$ cat src/rtl/lut_loader_pkg.sv
// Shared definitions for the LUT table loader: state encoding, counter sizing
// and the word-counter to datapath-address mapping.
package lut_loader_pkg;

  typedef enum logic [1:0] {
    ST_IDLE = 2'd0,
    ST_RD   = 2'd1,
    ST_WR   = 2'd2,
    ST_DONE = 2'd3
  } ld_state_e;

  localparam int LUT_DEPTH   = 256;
  localparam int TBL_SEL_BIT = 8;
  localparam int TOTAL_WORDS = 2 * LUT_DEPTH;
  localparam int CNT_W       = $clog2(TOTAL_WORDS);

  // Table 0 lives in the upper half of the config space, table 1 in the lower.
  function automatic logic [8:0] tbl_map(input logic [CNT_W-1:0] cnt);
    return {~cnt[TBL_SEL_BIT], cnt[TBL_SEL_BIT-1:0]};
  endfunction

endpackage

$ cat src/rtl/lut_loader_fsm.sv
// Load sequencer: fetches each table word from memory, then writes it to the
// datapath config port, walking both tables with a single word counter.
module lut_loader_fsm
  import lut_loader_pkg::*;
#(
  parameter int DATA_W     = 32,
  parameter int SRC_ADDR_W = 32,
  parameter int TBL_WORDS  = 256
) (
  input  logic                  clk_i,
  input  logic                  rst_ni,
  input  logic                  start_i,
  input  logic [SRC_ADDR_W-1:0] base_i,
  input  logic                  src_ready_i,
  input  logic [DATA_W-1:0]     src_rdata_i,
  input  logic                  tbl_ready_i,
  output logic                  idle_o,
  output logic                  busy_o,
  output logic                  done_o,
  output logic                  run_o,
  output logic                  src_valid_o,
  output logic [SRC_ADDR_W-1:0] src_addr_o,
  output logic                  tbl_valid_o,
  output logic [8:0]            tbl_addr_o,
  output logic [DATA_W/8-1:0]   tbl_wstrb_o,
  output logic [DATA_W-1:0]     tbl_wdata_o
);

  localparam logic [CNT_W-1:0] LAST_CNT = CNT_W'(2 * TBL_WORDS - 1);

  ld_state_e             state_q, state_d;
  logic [CNT_W-1:0]      cnt_q, cnt_d;
  logic [DATA_W-1:0]     data_q, data_d;
  logic [SRC_ADDR_W-1:0] base_q, base_d;

  always_ff @(posedge clk_i or negedge rst_ni) begin
    if (!rst_ni) begin
      state_q <= ST_IDLE;
      cnt_q   <= '0;
      data_q  <= '0;
      base_q  <= '0;
    end else begin
      state_q <= state_d;
      cnt_q   <= cnt_d;
      data_q  <= data_d;
      base_q  <= base_d;
    end
  end

  // Base is captured at start so the request address cannot move mid-load.
  always_comb begin
    state_d = state_q;
    cnt_d   = cnt_q;
    data_d  = data_q;
    base_d  = base_q;
    case (state_q)
      ST_IDLE: begin
        if (start_i) begin
          state_d = ST_RD;
          cnt_d   = '0;
          base_d  = base_i;
        end
      end
      ST_RD: begin
        if (src_ready_i) begin
          data_d  = src_rdata_i;
          state_d = ST_WR;
        end
      end
      ST_WR: begin
        if (tbl_ready_i) begin
          if (cnt_q == LAST_CNT) begin
            state_d = ST_DONE;
          end else begin
            cnt_d   = cnt_q + CNT_W'(1);
            state_d = ST_RD;
          end
        end
      end
      ST_DONE: state_d = ST_IDLE;
      default: state_d = ST_IDLE;
    endcase
  end

  always_comb begin
    idle_o      = (state_q == ST_IDLE);
    busy_o      = (state_q != ST_IDLE);
    done_o      = (state_q == ST_DONE);
    run_o       = (state_q == ST_DONE);
    src_valid_o = (state_q == ST_RD);
    src_addr_o  = (state_q == ST_RD) ? base_q + SRC_ADDR_W'({cnt_q, 2'b00}) : '0;
    tbl_valid_o = (state_q == ST_WR);
    tbl_addr_o  = tbl_map(cnt_q);
    tbl_wstrb_o = (state_q == ST_WR) ? '1 : '0;
    tbl_wdata_o = data_q;
  end

endmodule

$ cat src/rtl/lut_table_loader.sv
// Fills both datapath lookup tables from memory on request; while idle the
// host config port is passed straight through to the datapath.
module lut_table_loader
  import lut_loader_pkg::*;
#(
  parameter int DATA_W     = 32,
  parameter int SRC_ADDR_W = 32,
  parameter int TBL_WORDS  = 256
) (
  input  logic                  clk,
  input  logic                  rst,
  input  logic                  start,
  input  logic [SRC_ADDR_W-1:0] base,
  output logic                  busy,
  output logic                  done,
  output logic                  run,
  output logic                  src_valid,
  output logic [SRC_ADDR_W-1:0] src_addr,
  input  logic                  src_ready,
  input  logic [DATA_W-1:0]     src_rdata,
  input  logic                  host_valid,
  input  logic [8:0]            host_addr,
  input  logic [DATA_W/8-1:0]   host_wstrb,
  input  logic [DATA_W-1:0]     host_wdata,
  output logic                  host_ready,
  output logic [DATA_W-1:0]     host_rdata,
  output logic                  tbl_valid,
  output logic [8:0]            tbl_addr,
  output logic [DATA_W/8-1:0]   tbl_wstrb,
  output logic [DATA_W-1:0]     tbl_wdata,
  input  logic                  tbl_ready,
  input  logic [DATA_W-1:0]     tbl_rdata
);

  logic                ld_idle;
  logic                ld_tbl_valid;
  logic [8:0]          ld_tbl_addr;
  logic [DATA_W/8-1:0] ld_tbl_wstrb;
  logic [DATA_W-1:0]   ld_tbl_wdata;

  lut_loader_fsm #(
    .DATA_W     (DATA_W),
    .SRC_ADDR_W (SRC_ADDR_W),
    .TBL_WORDS  (TBL_WORDS)
  ) u_fsm (
    .clk_i       (clk),
    .rst_ni      (rst),
    .start_i     (start),
    .base_i      (base),
    .src_ready_i (src_ready),
    .src_rdata_i (src_rdata),
    .tbl_ready_i (tbl_ready),
    .idle_o      (ld_idle),
    .busy_o      (busy),
    .done_o      (done),
    .run_o       (run),
    .src_valid_o (src_valid),
    .src_addr_o  (src_addr),
    .tbl_valid_o (ld_tbl_valid),
    .tbl_addr_o  (ld_tbl_addr),
    .tbl_wstrb_o (ld_tbl_wstrb),
    .tbl_wdata_o (ld_tbl_wdata)
  );

  // Host owns the config port only while idle; otherwise it is held off.
  always_comb begin
    if (ld_idle) begin
      tbl_valid  = host_valid;
      tbl_addr   = host_addr;
      tbl_wstrb  = host_wstrb;
      tbl_wdata  = host_wdata;
      host_ready = tbl_ready;
      host_rdata = tbl_rdata;
    end else begin
      tbl_valid  = ld_tbl_valid;
      tbl_addr   = ld_tbl_addr;
      tbl_wstrb  = ld_tbl_wstrb;
      tbl_wdata  = ld_tbl_wdata;
      host_ready = 1'b0;
      host_rdata = '0;
    end
  end

endmodule

$ cat config.mk
export PLATFORM = sky130hd
export DESIGN_NAME = lut_table_loader
export DESIGN_NICKNAME = d
export VERILOG_FILES = /design/src/rtl/lut_loader_pkg.sv /design/src/rtl/lut_loader_fsm.sv /design/src/rtl/lut_table_loader.sv
export SDC_FILE = /design/constraint.sdc
export NUM_CORES = 1
export LEC_CHECK = 0
export CELL_PAD_IN_SITES_DETAIL_PLACEMENT = 1
export CELL_PAD_IN_SITES_GLOBAL_PLACEMENT = 1
export CORE_UTILIZATION = 29
export DETAILED_ROUTE_END_ITERATION = 7
export PLACE_DENSITY_LB_ADDON = 0.1
export SYNTH_ARGS = -nofsm -noshare
export SYNTH_HDL_FRONTEND = slang
export SYNTH_SLANG_ARGS = --single-unit
$ cat constraint.sdc
create_clock -name clk -period 2.8 [get_ports clk]
set_input_delay 0.56 -clock clk [delete_from_list [all_inputs] [get_ports clk]]
set_output_delay 0.56 -clock clk [all_outputs]
set_load 0.1 [all_outputs]
======== Word-level counts from Yosys, hierarchy flattened ========
Index checks and enable logic that the tools add are counted.
storage, ports and cells
  word-level logic and storage cells ...... 39
  flip-flop bits (word level) ............. 75
operators by class
  $add $sub $neg .......................... 2
  bitwise logic cells ..................... 1
  eq/ne operators ......................... 8
  muxes and demuxes ....................... 17
  reductions and logical operators ........ 7
operators with widths
  kind                   number
  $mux W32               3
  $mux W9                4
  $add A32 B11 Y32       1
  $pmux W9 S2            1
  $add A9 B1 Y9 const B  1
  $eq A9 B9 Y1 const B   1
  $mux W2                4
  $mux W4                2
  $pmux W2 S4            1
  $ne A2 B2 Y1 const B   3
  $eq A2 B2 Y1 const B   2
  $reduce_and A2 Y1      2
  $reduce_and A4 Y1      1
  $reduce_bool A2 Y1     2
  $reduce_and A3 Y1      1
  $eq A2 B1 Y1 const B   1
  $logic_not A2 Y1       1
  $mux W1                2
  $ne A2 B1 Y1 const B   1
  $not A1 Y1             1

======== Logic depth before layout (Yosys ltp) ========
  word-level depth ........................ 4
  gate-level depth with buffers ........... 9
  gate-level depth less buffers ........... 9

======== Cells and area by module ========
A second synthesis with hierarchy kept.
unflattened totals
  cell total of the unflattened synthesis .. 457
  area total of the unflattened synthesis .. 5063.6 um^2
by module, submodules not included
  module            cells each  sequential area each (um^2)  area an instance (um^2)  times used
  lut_loader_fsm    369         1876.8                       4042.6                   1
  lut_table_loader  88          0.0                          1021.0                   1

======== Worst setup path after synthesis ========
No wires, ideal clock.
  path kind ............................... register to output
  from .................................... reg u_fsm.cnt_q[5]
  to ...................................... out src_addr[14]
  required time ........................... 2240 ps
  setup slack ............................. -1589 ps
  data arrival time ....................... 3829 ps
  path buffers ............................ 1
  stages on the path, launching flop included .. 8
  cells stage by stage .................... dfrtp_1 > ha_1 > a21o_1 > a41o_1 > a21oi_2 > buf_2 > a21oi_1 > o21ai_0
on the way
  word-level cells in the longest chain between the ends .. 2
ends and longest elaborated chain
  element                   line                    RTL
  start: declaration        lut_loader_fsm.sv:32    logic [CNT_W-1:0] cnt_q, cnt_d;
  start signal: assignment  lut_loader_fsm.sv:44    cnt_q <= cnt_d;
  $add A32 B11 Y32          lut_loader_fsm.sv:91    src_addr_o = (state_q == ST_RD) ? base_q + SRC_ADDR_W'({cnt_q, 2'b00}) : '0;
  $mux W32                  lut_loader_fsm.sv:91
  end: declaration          lut_table_loader.sv:18  output logic [SRC_ADDR_W-1:0] src_addr,
Every way passes these cells.

======== Final worst setup path ========
  from .................................... reg u_fsm.cnt_q[0]
  to ...................................... out src_addr[18]
The elaborated chain is that of the path after synthesis.

==> results.yml <==
final_layout:
  final_cell_count_no_fill: 995
  finalNetCount: 930
  drive_above_1_share_pct: 44.4
  final_cell_mix: "145 x sky130_fd_sc_hd__clkdlybuf4s50_1, 117 x sky130_fd_sc_hd__buf_12, 99 x sky130_fd_sc_hd__mux2_2"
  diodes: 0
  flow.area_growth_from_synthesis_pct: 105
  final_common_cell: "sky130_fd_sc_hd__clkdlybuf4s50_1"
  layout.filler_cells: 1687
outcome:
  status: "finished with violations"
  violations_in_the_final_reports: "setup timing"
sta:
  tightestPinTransition_ps: 462
  final.setup_skew_ps: 7.13
  setup_repair_after_global_routing_missed_its_margin: "yes"
  setup_tns_ps: -7050
  report.final.slew_viol_count: 0
  max_slew_margin_pct: 69.2
  final_period_minus_worst_setup_slack_ps: 3220
  setup-violations-final: 25
  post-route-worst-setup-slack_ps: -424
  layout_worst_path_cycle_share_pct: 115
  hold_viol: 0
  max_clock_freq_mhz: 310
clock_network:
  clk_pin_slew_worst_setup_hold_paths_ps: 60
  clkLatencyLatePin_ps: 340
  max-clock-path-buffers: 2
  htree_num_levels: 3
  cts_tree: "done"
  clock-root-buffer: "sky130_fd_sc_hd__clkbuf_16"
  numClockSinks: 75
  cts_buffers: 9
yosys:
  synth-edff-count: 0
  synth_seq_area_share_pct: 38.2
  postSynthAreaPerCell_um2: 10.2
  synthesis.area_um2: 4910
  synth.net_count: 639
  ys_async_sr_fraction_pct: 100
  synth.distinct_cells: 47
  synth_ff_type: "sky130_fd_sc_hd__dfrtp_1"
  postSynthRegisterBits: 75
  yosys_warnings: 0
  number_of_instances_in_the_synthesized_netlist: 480
drt:
  post_drt_wl_per_cell_um: 19.5
  vias_per_inst: 4.86
  firstDrtPassIters: 4
  drtIter0Drc: 122
  totalWireLength_um: 19400
  route.vias.total: 4840
  detail-route-antenna-nets: 0
  drc: 0
worst_setup_path:
  endpoint_kind: "primary output"
  worstPathMaxFanout: 8
  timing.critical_path.required_ps: 2240
  setup.worst_path.start_class: "flop"
  crit_path_kind: "flop to primary output"
  timing.critical_path.arrival_ps: 2660
global_routing:
  grt.total_usage_pct: 22.8
  grt_max_degree: 46
  antenna_found_initial: 0
  grt_pass1_wl_um: 30500
  grt_overflow_total: 0
  number_of_global_route_vias_before_repair: 5561
job:
  drv.max_cap_violation_count: 0
place:
  io_buffers: 261
  place_hpwl_um: 15300
  placed_cells: 969
  gpl.final_weighted_congestion: 0.784
min_path:
  worstHoldPathType: "primary input to asynchronous set/reset pin"
floorplanning:
  die_h_um: 132
  io-pin-count: 262
  die_width_um: 132
  std_cell_rows: 47
  design.core.area_um2: 16600
  start_util_pct: 29.6
  design.die.area_um2: 17500
## final timing paths
path,from,end,slack (ps),depth (start not counted)
max in group asynchronous,rst,u_fsm.tbl_wdata_o[19]$_DFFE_PN0P_,2020,2
hold reg to reg,u_fsm.tbl_wdata_o[20]$_DFFE_PN0P_,u_fsm.tbl_wdata_o[20]$_DFFE_PN0P_,510,1
min in group clk,u_fsm.tbl_wdata_o[20]$_DFFE_PN0P_,u_fsm.tbl_wdata_o[20]$_DFFE_PN0P_,510,1
setup / recovery,u_fsm.cnt_q[0]$_DFFE_PN0P_,src_addr[18],-420,11
hold / removal,rst,u_fsm.base_q[9]$_DFFE_PN0P_,160,1
setup reg to reg,u_fsm.cnt_q[4]$_DFFE_PN0P_,u_fsm.cnt_q[6]$_DFFE_PN0P_,640,10
## routing by layer
metal  global-route usage (%)  routed length [um]
met2                     42.3               10700
met5                        0                   0
met1                     24.8                7280
met4                     6.85                 307
met3                     6.65                1190
## state kept, by name, summed over array words and instances (netlist names)
signal / flops
u_fsm.cnt_q: 9
u_fsm.state_q: 2
u_fsm.tbl_wdata_o: 32
u_fsm.base_q: 32
## synthesized netlist by cell type (5+ instances only)
cell type | instances | area share, %
sky130_fd_sc_hd__mux2_2 | 99 | 23
sky130_fd_sc_hd__dfrtp_1 | 75 | 38
sky130_fd_sc_hd__nand2_1 | 40 | 3.1
sky130_fd_sc_hd__and2_1 | 38 | 4.8
sky130_fd_sc_hd__nor2_1 | 25 | 1.9
sky130_fd_sc_hd__a21oi_1 | 22 | 2.2
sky130_fd_sc_hd__o21ai_0 | 20 | 2.0
sky130_fd_sc_hd__nand3_1 | 15 | 1.5
sky130_fd_sc_hd__clkbuf_1 | 14 | 1.1
sky130_fd_sc_hd__nand2b_1 | 14 | 1.8
sky130_fd_sc_hd__buf_2 | 12 | 1.2
sky130_fd_sc_hd__a2111o_1 | 11 | 2.5
sky130_fd_sc_hd__ha_1 | 11 | 2.8
sky130_fd_sc_hd__mux2i_1 | 10 | 2.0
sky130_fd_sc_hd__xor2_1 | 7 | 1.2
sky130_fd_sc_hd__inv_1 | 6 | 0.46
sky130_fd_sc_hd__nor3_1 | 6 | 0.61
sky130_fd_sc_hd__a22o_1 | 5 | 0.89
sky130_fd_sc_hd__nand4_1 | 5 | 0.64
## cell families (layout without fill, tap and decap cells)
| family | count (synthesis) | in the layout | share of synthesized area (%) |
|---|---|---|---|
| DFF | 75 | 75 | 38.2 |
| and+or+nand+nor | 157 | 157 | 16.6 |
| AOI/OAI and AO/OA | 81 | 81 | 11.9 |
| buffers and inverters | 37 | 332 | 3.52 |
| muxes | 111 | 111 | 25.2 |
| xor gates and xnor gates | 7 | 7 | 1.25 |
| adders and majority gates | 12 | 12 | 3.21 |
## worst max-delay path: stages, from the launching register on
cell and delay (ps):
sky130_fd_sc_hd__dfrtp_1 350, sky130_fd_sc_hd__ha_2 190, sky130_fd_sc_hd__inv_2 40, sky130_fd_sc_hd__fa_2 360
sky130_fd_sc_hd__nor2b_4 140, sky130_fd_sc_hd__o21a_4 150, sky130_fd_sc_hd__o211ai_4 110, sky130_fd_sc_hd__buf_4 160
sky130_fd_sc_hd__buf_8 140, sky130_fd_sc_hd__a2111o_1 400, sky130_fd_sc_hd__o21ai_4 80, sky130_fd_sc_hd__buf_12 190
## layout make-up
class	count	area, um^2	share of cell area, %
Clock buffer	9	225	2.24
Clock inverter	6	65.1	0.647
Inverter	7	26.3	0.261
Multi-Input combinational cell	368	3420	34.0
Sequential cell	75	1880	18.7
Tap cell	220	275	2.74
Timing Repair Buffer	310	4170	41.4
## timing repair
action	CTS	global route
gates cloned	0	0
buffers inserted	3	8
setup endpoints to repair	25	27
hold buffers	0	0
pin swaps	6	10
gates resized for setup	9	12
endpoints found under the hold margin	0	0
## through the flow
step	utilization, %	setup slack (ps)	hold WS, ps	cell area (um^2)
after floorplan	-	-580	264	5370
after global placement	57.6	-105	483	9550
after detailed placement	57.6	-162	495	9550
after CTS	59.8	-446	170	9920
after global routing	60.6	-533	175	10100
final	60.6	-424	157	10100
Power is not shown: default switching activity piles up to over one toggle a cycle in this logic, so the estimate is an artifact.
